File: src/rtl/aes_pkg.sv
// Shared types and GF(2^8) helpers for the AES-128 key schedule.
// sbox is computed as inverse-then-affine rather than from a table.
package aes_pkg;

  localparam int KEY_W      = 128;
  localparam int MAX_ROUNDS = 10;

  typedef enum logic [1:0] {
    IDLE,
    EXPAND,
    DONE
  } ks_state_e;

  typedef logic [127:0] rkey_t;

  function automatic logic [7:0] gmul(
    input logic [7:0] a,
    input logic [7:0] b
  );
    logic [7:0] p;
    logic [7:0] x;
    p = 8'h00;
    x = a;
    for (int i = 0; i < 8; i++) begin
      if (b[i]) p = p ^ x;
      x = {x[6:0], 1'b0} ^ (x[7] ? 8'h1b : 8'h00);
    end
    return p;
  endfunction

  // x^254 is the multiplicative inverse (0 maps to 0).
  function automatic logic [7:0] sbox(input logic [7:0] x);
    logic [7:0] p;
    logic [7:0] r;
    p = x;
    r = 8'h01;
    for (int k = 1; k < 8; k++) begin
      p = gmul(p, p);
      r = gmul(r, p);
    end
    return r ^ {r[6:0], r[7]} ^ {r[5:0], r[7:6]}
             ^ {r[4:0], r[7:5]} ^ {r[3:0], r[7:4]} ^ 8'h63;
  endfunction

  function automatic logic [7:0] rcon(input logic [3:0] rnd);
    logic [7:0] c;
    case (rnd)
      4'd1:    c = 8'h01;
      4'd2:    c = 8'h02;
      4'd3:    c = 8'h04;
      4'd4:    c = 8'h08;
      4'd5:    c = 8'h10;
      4'd6:    c = 8'h20;
      4'd7:    c = 8'h40;
      4'd8:    c = 8'h80;
      4'd9:    c = 8'h1b;
      4'd10:   c = 8'h36;
      default: c = 8'h00;
    endcase
    return c;
  endfunction

endpackage

File: src/rtl/aes_key_schedule_expand.sv
// One combinational AES-128 keyExpansion round step.
// Word 0 sits in bits [127:96].
module aes_key_schedule_expand
  import aes_pkg::*;
(
  input  rkey_t      key_i,
  input  logic [3:0] round_i,
  output rkey_t      key_o
);

  logic [31:0] w0, w1, w2, w3;
  logic [31:0] rot, sub, tmp;
  logic [31:0] n0, n1, n2, n3;

  assign w0  = key_i[127:96];
  assign w1  = key_i[95:64];
  assign w2  = key_i[63:32];
  assign w3  = key_i[31:0];
  assign rot = {w3[23:0], w3[31:24]};
  assign sub = {sbox(rot[31:24]), sbox(rot[23:16]),
                sbox(rot[15:8]),  sbox(rot[7:0])};
  assign tmp = sub ^ {rcon(round_i), 24'h000000};
  assign n0  = w0 ^ tmp;
  assign n1  = w1 ^ n0;
  assign n2  = w2 ^ n1;
  assign n3  = w3 ^ n2;
  assign key_o = {n0, n1, n2, n3};

endmodule

File: src/rtl/aes_key_schedule.sv
// Sequential AES-128 key schedule with a registered round-key read port.
// Optional KS_ZEROIZE_EN adds a zeroize input and clearable slots.
module aes_key_schedule
  import aes_pkg::*;
#(
  parameter int KEY_W      = 128,
  parameter int NUM_ROUNDS = 10
) (
  input  logic             clk,
  input  logic             rst,
  input  logic             key_valid,
  output logic             key_ready,
  input  logic [KEY_W-1:0] key_in,
  output logic             busy,
  output logic             done,
  input  logic [3:0]       rk_idx,
  output logic [KEY_W-1:0] rk_out,
  output logic             rk_hit
`ifdef KS_ZEROIZE_EN
  ,
  input  logic             zeroize
`endif
);

  localparam logic [3:0] LAST = 4'(NUM_ROUNDS);

  ks_state_e  state_q, state_d;
  logic [3:0] gen_cnt_q, gen_cnt_d;
  logic [3:0] rnd_q, rnd_d;
  logic       accept, wr_en, zero_w;

  rkey_t slot_q [NUM_ROUNDS+1];
  rkey_t prev_key, next_key, rd_data;

  logic [KEY_W-1:0] rk_out_q;
  logic             rk_hit_q;

`ifdef KS_ZEROIZE_EN
  assign zero_w = zeroize;
`else
  assign zero_w = 1'b0;
`endif

  assign key_ready = (state_q != EXPAND);
  assign busy      = (state_q == EXPAND);
  assign done      = (state_q == DONE);
  assign rk_out    = rk_out_q;
  assign rk_hit    = rk_hit_q;

  // Next state, counters and store write strobes.
  always_comb begin
    state_d   = state_q;
    gen_cnt_d = gen_cnt_q;
    rnd_d     = rnd_q;
    accept    = 1'b0;
    wr_en     = 1'b0;
    if (zero_w) begin
      state_d   = IDLE;
      gen_cnt_d = 4'd0;
      rnd_d     = 4'd1;
    end else begin
      case (state_q)
        IDLE, DONE: begin
          if (key_valid) begin
            accept    = 1'b1;
            state_d   = EXPAND;
            gen_cnt_d = 4'd1;
            rnd_d     = 4'd1;
          end
        end
        EXPAND: begin
          wr_en     = 1'b1;
          gen_cnt_d = gen_cnt_q + 4'd1;
          if (rnd_q == LAST) state_d = DONE;
          else rnd_d = rnd_q + 4'd1;
        end
        default: state_d = IDLE;
      endcase
    end
  end

  // State and counter registers.
  always_ff @(posedge clk) begin
    if (rst) begin
      state_q   <= IDLE;
      gen_cnt_q <= 4'd0;
      rnd_q     <= 4'd1;
    end else begin
      state_q   <= state_d;
      gen_cnt_q <= gen_cnt_d;
      rnd_q     <= rnd_d;
    end
  end

  // Store muxes: expansion source slot and read-port slot.
  always_comb begin
    prev_key = '0;
    rd_data  = '0;
    for (int i = 0; i <= NUM_ROUNDS; i++) begin
      if (rk_idx == 4'(i)) rd_data = slot_q[i];
      if (rnd_q == 4'(i + 1)) prev_key = slot_q[i];
    end
  end

  aes_key_schedule_expand u_expand (
    .key_i   (prev_key),
    .round_i (rnd_q),
    .key_o   (next_key)
  );

`ifdef KS_ZEROIZE_EN
  // Round-key store, cleared by reset or zeroize.
  always_ff @(posedge clk) begin
    if (rst || zero_w) begin
      for (int i = 0; i <= NUM_ROUNDS; i++) slot_q[i] <= '0;
    end else begin
      if (accept) slot_q[0] <= key_in;
      for (int i = 1; i <= NUM_ROUNDS; i++)
        if (wr_en && rnd_q == 4'(i)) slot_q[i] <= next_key;
    end
  end
`else
  // Round-key store; plain registers, made unreachable by gen_cnt on reset.
  always_ff @(posedge clk) begin
    if (!rst) begin
      if (accept) slot_q[0] <= key_in;
      for (int i = 1; i <= NUM_ROUNDS; i++)
        if (wr_en && rnd_q == 4'(i)) slot_q[i] <= next_key;
    end
  end
`endif

  // Registered read port using the pre-edge valid count.
  always_ff @(posedge clk) begin
    if (rst || zero_w) begin
      rk_out_q <= '0;
      rk_hit_q <= 1'b0;
    end else begin
      rk_out_q <= rd_data;
      rk_hit_q <= (rk_idx < gen_cnt_q);
    end
  end

endmodule

File: config.mk
export PLATFORM = sky130hd
export DESIGN_NAME = aes_key_schedule
export DESIGN_NICKNAME = d
export VERILOG_FILES = /design/src/rtl/aes_pkg.sv /design/src/rtl/aes_key_schedule_expand.sv /design/src/rtl/aes_key_schedule.sv
export SDC_FILE = /design/constraint.sdc
export NUM_CORES = 2
export LEC_CHECK = 0
export CORE_AREA = 5 5 534 536
export CTS_CLUSTER_SIZE = 40
export DETAILED_ROUTE_END_ITERATION = 8
export DIE_AREA = 0 0 539 541
export PLACE_DENSITY = 0.64
export SLEW_MARGIN = 25
export SYNTH_ARGS = -nofsm -noshare
export SYNTH_HDL_FRONTEND = slang
export SYNTH_SLANG_ARGS = --single-unit
File: constraint.sdc
create_clock -name clk -period 18.7 [get_ports clk]
set_clock_uncertainty 0.05 [all_clocks]
set_input_delay 3.74 -clock clk [delete_from_list [all_inputs] [get_ports clk]]
set_output_delay 3.74 -clock clk [all_outputs]
set_load 0.01 [all_outputs]
==> results list <==
- Peak Freq: roughly 0.055 GHz
- STA classifies the critical path startpoint as a register.
- H-tree depth: 4
* DRC viols: 13
- Area of the core: around 0.28 mm²
- Detailed placement ended at an HPWL of between 300 and 400 mm.
- The clock passes through at most 3 buffers.
- Distinct cell type count of the synthesized netlist: between 150 and 200
- Share of cells above drive strength 1: 13.3%
- The worst setup path is captured at a register.
* Required time reported for the critical path endpoint: approximately 19 ns
* Primary FF master, synth: sky130_fd_sc_hd__edfxtp_1
- Post-synthesis xor/xnor area fraction: between 20 and 25%
* Routed WL: a little under 500 mm
- CTS buffer count: about 160
- Full die area: slightly below 0.3 mm²
- During synthesis, Yosys emitted a total of 0 warnings.
* Overflow left after global routing: 0
* Area Growth Syn to Fin: 13.8%
* Pin count of the biggest net entering global routing: roughly 130
* Layout filler cell count: between 20k and 30k
- Period utilisation layout: 97.0%
- Transition at the pin with the smallest max-transition slack: between 1 and 1.5 ns
* Result of the run: finished with violations
- In this design, the stage delay of the slowest critical-path cell is between 0.6 and 0.7 ns.
- Via density per instance: approximately 6.5
- Total negative setup slack: 0 ns
* Die Wd: roughly 540 µm
* Max-slew headroom: roughly 16%
* Post-synthesis share of cell area spent on full adders, half adders and majority gates: 0.318%
- The largest individual stage delay along the critical path comes from the cell sky130_fd_sc_hd__xor3_1.
- Number of nets still failing antenna checks after routing: 0
- Arrival time of data at the critical path endpoint: approximately 19 ns
- The clock net in this run drives a total of around 1.6k sinks.
- Violations in the final reports: DRC
- Setup repair after global routing could not meet its margin everywhere.
- The first global-routing pass estimated about 700 mm of wire.
- In this run, the number of DRC markers left after iteration 0 of detailed routing was roughly 16k.
- Buffers added on ports: between 200 and 300
- Net count after synthesis: approximately 13k
- WHS: ~0.50 ns
- Fraction of registers with async set/reset: 0%
- Final setup vio count: 0
- TritonCTS built the clock tree.
- The max-slew violation total from the final report is 0.
- OpenSTA, run right after detailed placement, puts the worst setup slack at -0.658 ns.
- In this run, synthesis inferred around 1.4k flip-flops with an integrated enable.
- The critical path in this run is classified as register to register.
- The number of antenna violations at the first check in global routing came to 26.
- The routed layout has 110k vias.
- The tool flagged a number of max-cap violations equal to 0.
* Number of nets in the layout: around 13k
- The cell that appears most often on the critical path is sky130_fd_sc_hd__xnor2_1.
* Post-synthesis simple-gate area fraction: roughly an eighth
* Clock-pin slew reported for the worst setup and hold paths after clock tree synthesis: approximately 0.07 ns
- The total count of hold-check failures in the final report was 0.
- Leaving out fill and tap cells, the most frequent cell in the layout is sky130_fd_sc_hd__xnor2_1.
* Compound-cell area share of the yosys netlist: approximately a fifth
- After synthesis, the largest family of logic cells by area is XOR/XNOR gates.
- Post-layout worst setup margin: 0.566 ns
- Worst Path Max Fanout: 34
* Proportion of synthesized area in mux cells: 2.00%
- Clock root buffer: sky130_fd_sc_hd__clkbuf_16
* Overall die height: roughly 540 µm
* Most frequent cells in the layout: sky130_fd_sc_hd__xnor2_1, sky130_fd_sc_hd__nor2_1, sky130_fd_sc_hd__edfxtp_1
* Via count of the first global-routing pass: about 110k
- Clock latency at the later pin of the worst-skew pair: roughly 0.84 ns
* Min cycle time layout: approximately 18 ns
* First drt pass iteration count: 9
* Routed wire per std cell: around 29 µm
- # rows: a little under 200
- After synthesis the cells add up to between 0.1 and 0.15 mm².
- In this run, synthesis produced a sequential element count of 1555.
- Worst min-delay path class: register to register
* Global placement routability congestion: between 0.9 and 1
* Overall routing resource usage: roughly a third
- Sequential element share of the synthesized area: between 30% and 40%
* Starting density of the core: 44.7%
- The cell count after synthesis came out at roughly 13k.
* Number of top-level pins: approximately 270
* Average cell area after synthesis: just under 10 µm²
-- cell usage after synthesis (31+ instances only) --
| master | instances | area, µm² |
|---|---|---|
| sky130_fd_sc_hd__a211oi_1 | 77 | 578 |
| sky130_fd_sc_hd__a21oi_1 | 1126 | 5640 |
| sky130_fd_sc_hd__a221oi_1 | 66 | 578 |
| sky130_fd_sc_hd__a222oi_1 | 100 | 1000 |
| sky130_fd_sc_hd__a22oi_1 | 706 | 5300 |
| sky130_fd_sc_hd__a31oi_1 | 216 | 1350 |
| sky130_fd_sc_hd__and2_1 | 67 | 419 |
| sky130_fd_sc_hd__and3_1 | 62 | 388 |
| sky130_fd_sc_hd__buf_1 | 116 | 435 |
| sky130_fd_sc_hd__buf_2 | 157 | 786 |
| sky130_fd_sc_hd__buf_4 | 53 | 398 |
| sky130_fd_sc_hd__buf_6 | 42 | 473 |
| sky130_fd_sc_hd__clkbuf_1 | 583 | 2190 |
| sky130_fd_sc_hd__dfxtp_1 | 147 | 2940 |
| sky130_fd_sc_hd__edfxtp_1 | 1408 | 42300 |
| sky130_fd_sc_hd__ha_1 | 31 | 388 |
| sky130_fd_sc_hd__inv_1 | 89 | 334 |
| sky130_fd_sc_hd__mux2_2 | 33 | 372 |
| sky130_fd_sc_hd__mux2i_1 | 193 | 1930 |
| sky130_fd_sc_hd__nand2_1 | 926 | 3480 |
| sky130_fd_sc_hd__nand2b_1 | 59 | 369 |
| sky130_fd_sc_hd__nand3_1 | 170 | 851 |
| sky130_fd_sc_hd__nand4_1 | 73 | 457 |
| sky130_fd_sc_hd__nor2_1 | 1514 | 5680 |
| sky130_fd_sc_hd__nor2b_1 | 64 | 400 |
| sky130_fd_sc_hd__nor3_1 | 219 | 1100 |
| sky130_fd_sc_hd__nor4_1 | 31 | 194 |
| sky130_fd_sc_hd__o211ai_1 | 363 | 2730 |
| sky130_fd_sc_hd__o21a_1 | 42 | 315 |
| sky130_fd_sc_hd__o21ai_0 | 494 | 2470 |
| sky130_fd_sc_hd__o21ai_1 | 78 | 390 |
| sky130_fd_sc_hd__o22ai_1 | 133 | 832 |
| sky130_fd_sc_hd__or3_1 | 45 | 282 |
| sky130_fd_sc_hd__xnor2_1 | 1630 | 14300 |
| sky130_fd_sc_hd__xnor2_2 | 141 | 2290 |
| sky130_fd_sc_hd__xnor3_1 | 333 | 7500 |
| sky130_fd_sc_hd__xnor3_2 | 34 | 808 |
| sky130_fd_sc_hd__xor2_1 | 385 | 3370 |
| sky130_fd_sc_hd__xor2_2 | 44 | 716 |
| sky130_fd_sc_hd__xor3_1 | 39 | 927 |
-- worst max-delay path, delay by kind of cell, from the launching register on --
family / cells / cell delay, ns
adders and majority gates: 2 / 0.83
xor gates and xnor gates: 34 / 11.08
and+or+nand+nor: 8 / 1.53
AOI/OAI and AO/OA: 6 / 1.83
buffers and inverters: 7 / 1.47
muxes: 1 / 0.35
DFF: 1 / 0.56
-- worst paths after layout --
path,from,to,slack (ns),cells past startpoint
worst max-delay path,rnd_q[2],slot_q[3][20],0.57,58
worst min-delay path,slot_q[8][116],rk_out[116],0.50,2
worst max register to register,rnd_q[2],slot_q[3][20],0.57,58
worst min register to register,slot_q[8][116],rk_out[116],0.50,2
-- cells by family after synthesis --
| group | after synthesis |
|---|---|
| mux | 242 |
| fa+ha+maj | 32 |
| xor+xnor | 2648 |
| simple gates | 3413 |
| flops | 1555 |
| compound gates | 3898 |
| buf+inv | 1090 |
-- stage by stage --
stage,area [µm²],instances,util [%]
detailed placement,135000,16708,48.1
floorplan,125000,12878,-
CTS,141000,17013,50.2
finish,142000,17094,50.8
global placement,135000,16708,48.1
global route,142000,17087,50.8
-- area by class of cell --
class                      count  area, µm²  share of cell area (%)
multi-input combinational  10233      77000                    54.1
sequential                  1555      45200                    31.7
timing repair buffer        1119       9550                    6.70
tap                         3743       4680                    3.29
clock buffer                 206       4470                    3.14
clock inverter                97       1020                   0.713
inverter                     116        440                   0.309
antenna                       25       62.6                  0.0439
-- sequential cells by signal (all words and copies together) (netlist names), named ones only --
register and flops:
gen_cnt_q 4, slot_q 1408, rk_hit 1, state_q 2, rk_out 128, rnd_q 4
-- repair_timing --
item,4_1_cts,5_1_grt
hold buffers,0,0
cloned,0,0
pin swaps,1,28
setup buffers,2,55
endpoints found under the setup margin,310,1033
resized for setup,28,160
-- per-layer routing --
layer | wire [µm] | track usage (%) | part of all wire [%] | vias to the layer above
met5 | 34 | 0 | 0.0070 | -
met4 | 28400 | 16.4 | 5.8 | 6
met3 | 50300 | 5.34 | 10 | 1329
met2 | 220000 | 50.4 | 45 | 7147
met1 | 190000 | 42.1 | 39 | 53789
li1 | - | - | - | 48153
Power is not shown: default switching activity piles up to over one toggle a cycle in this logic, so the estimate is an artifact.
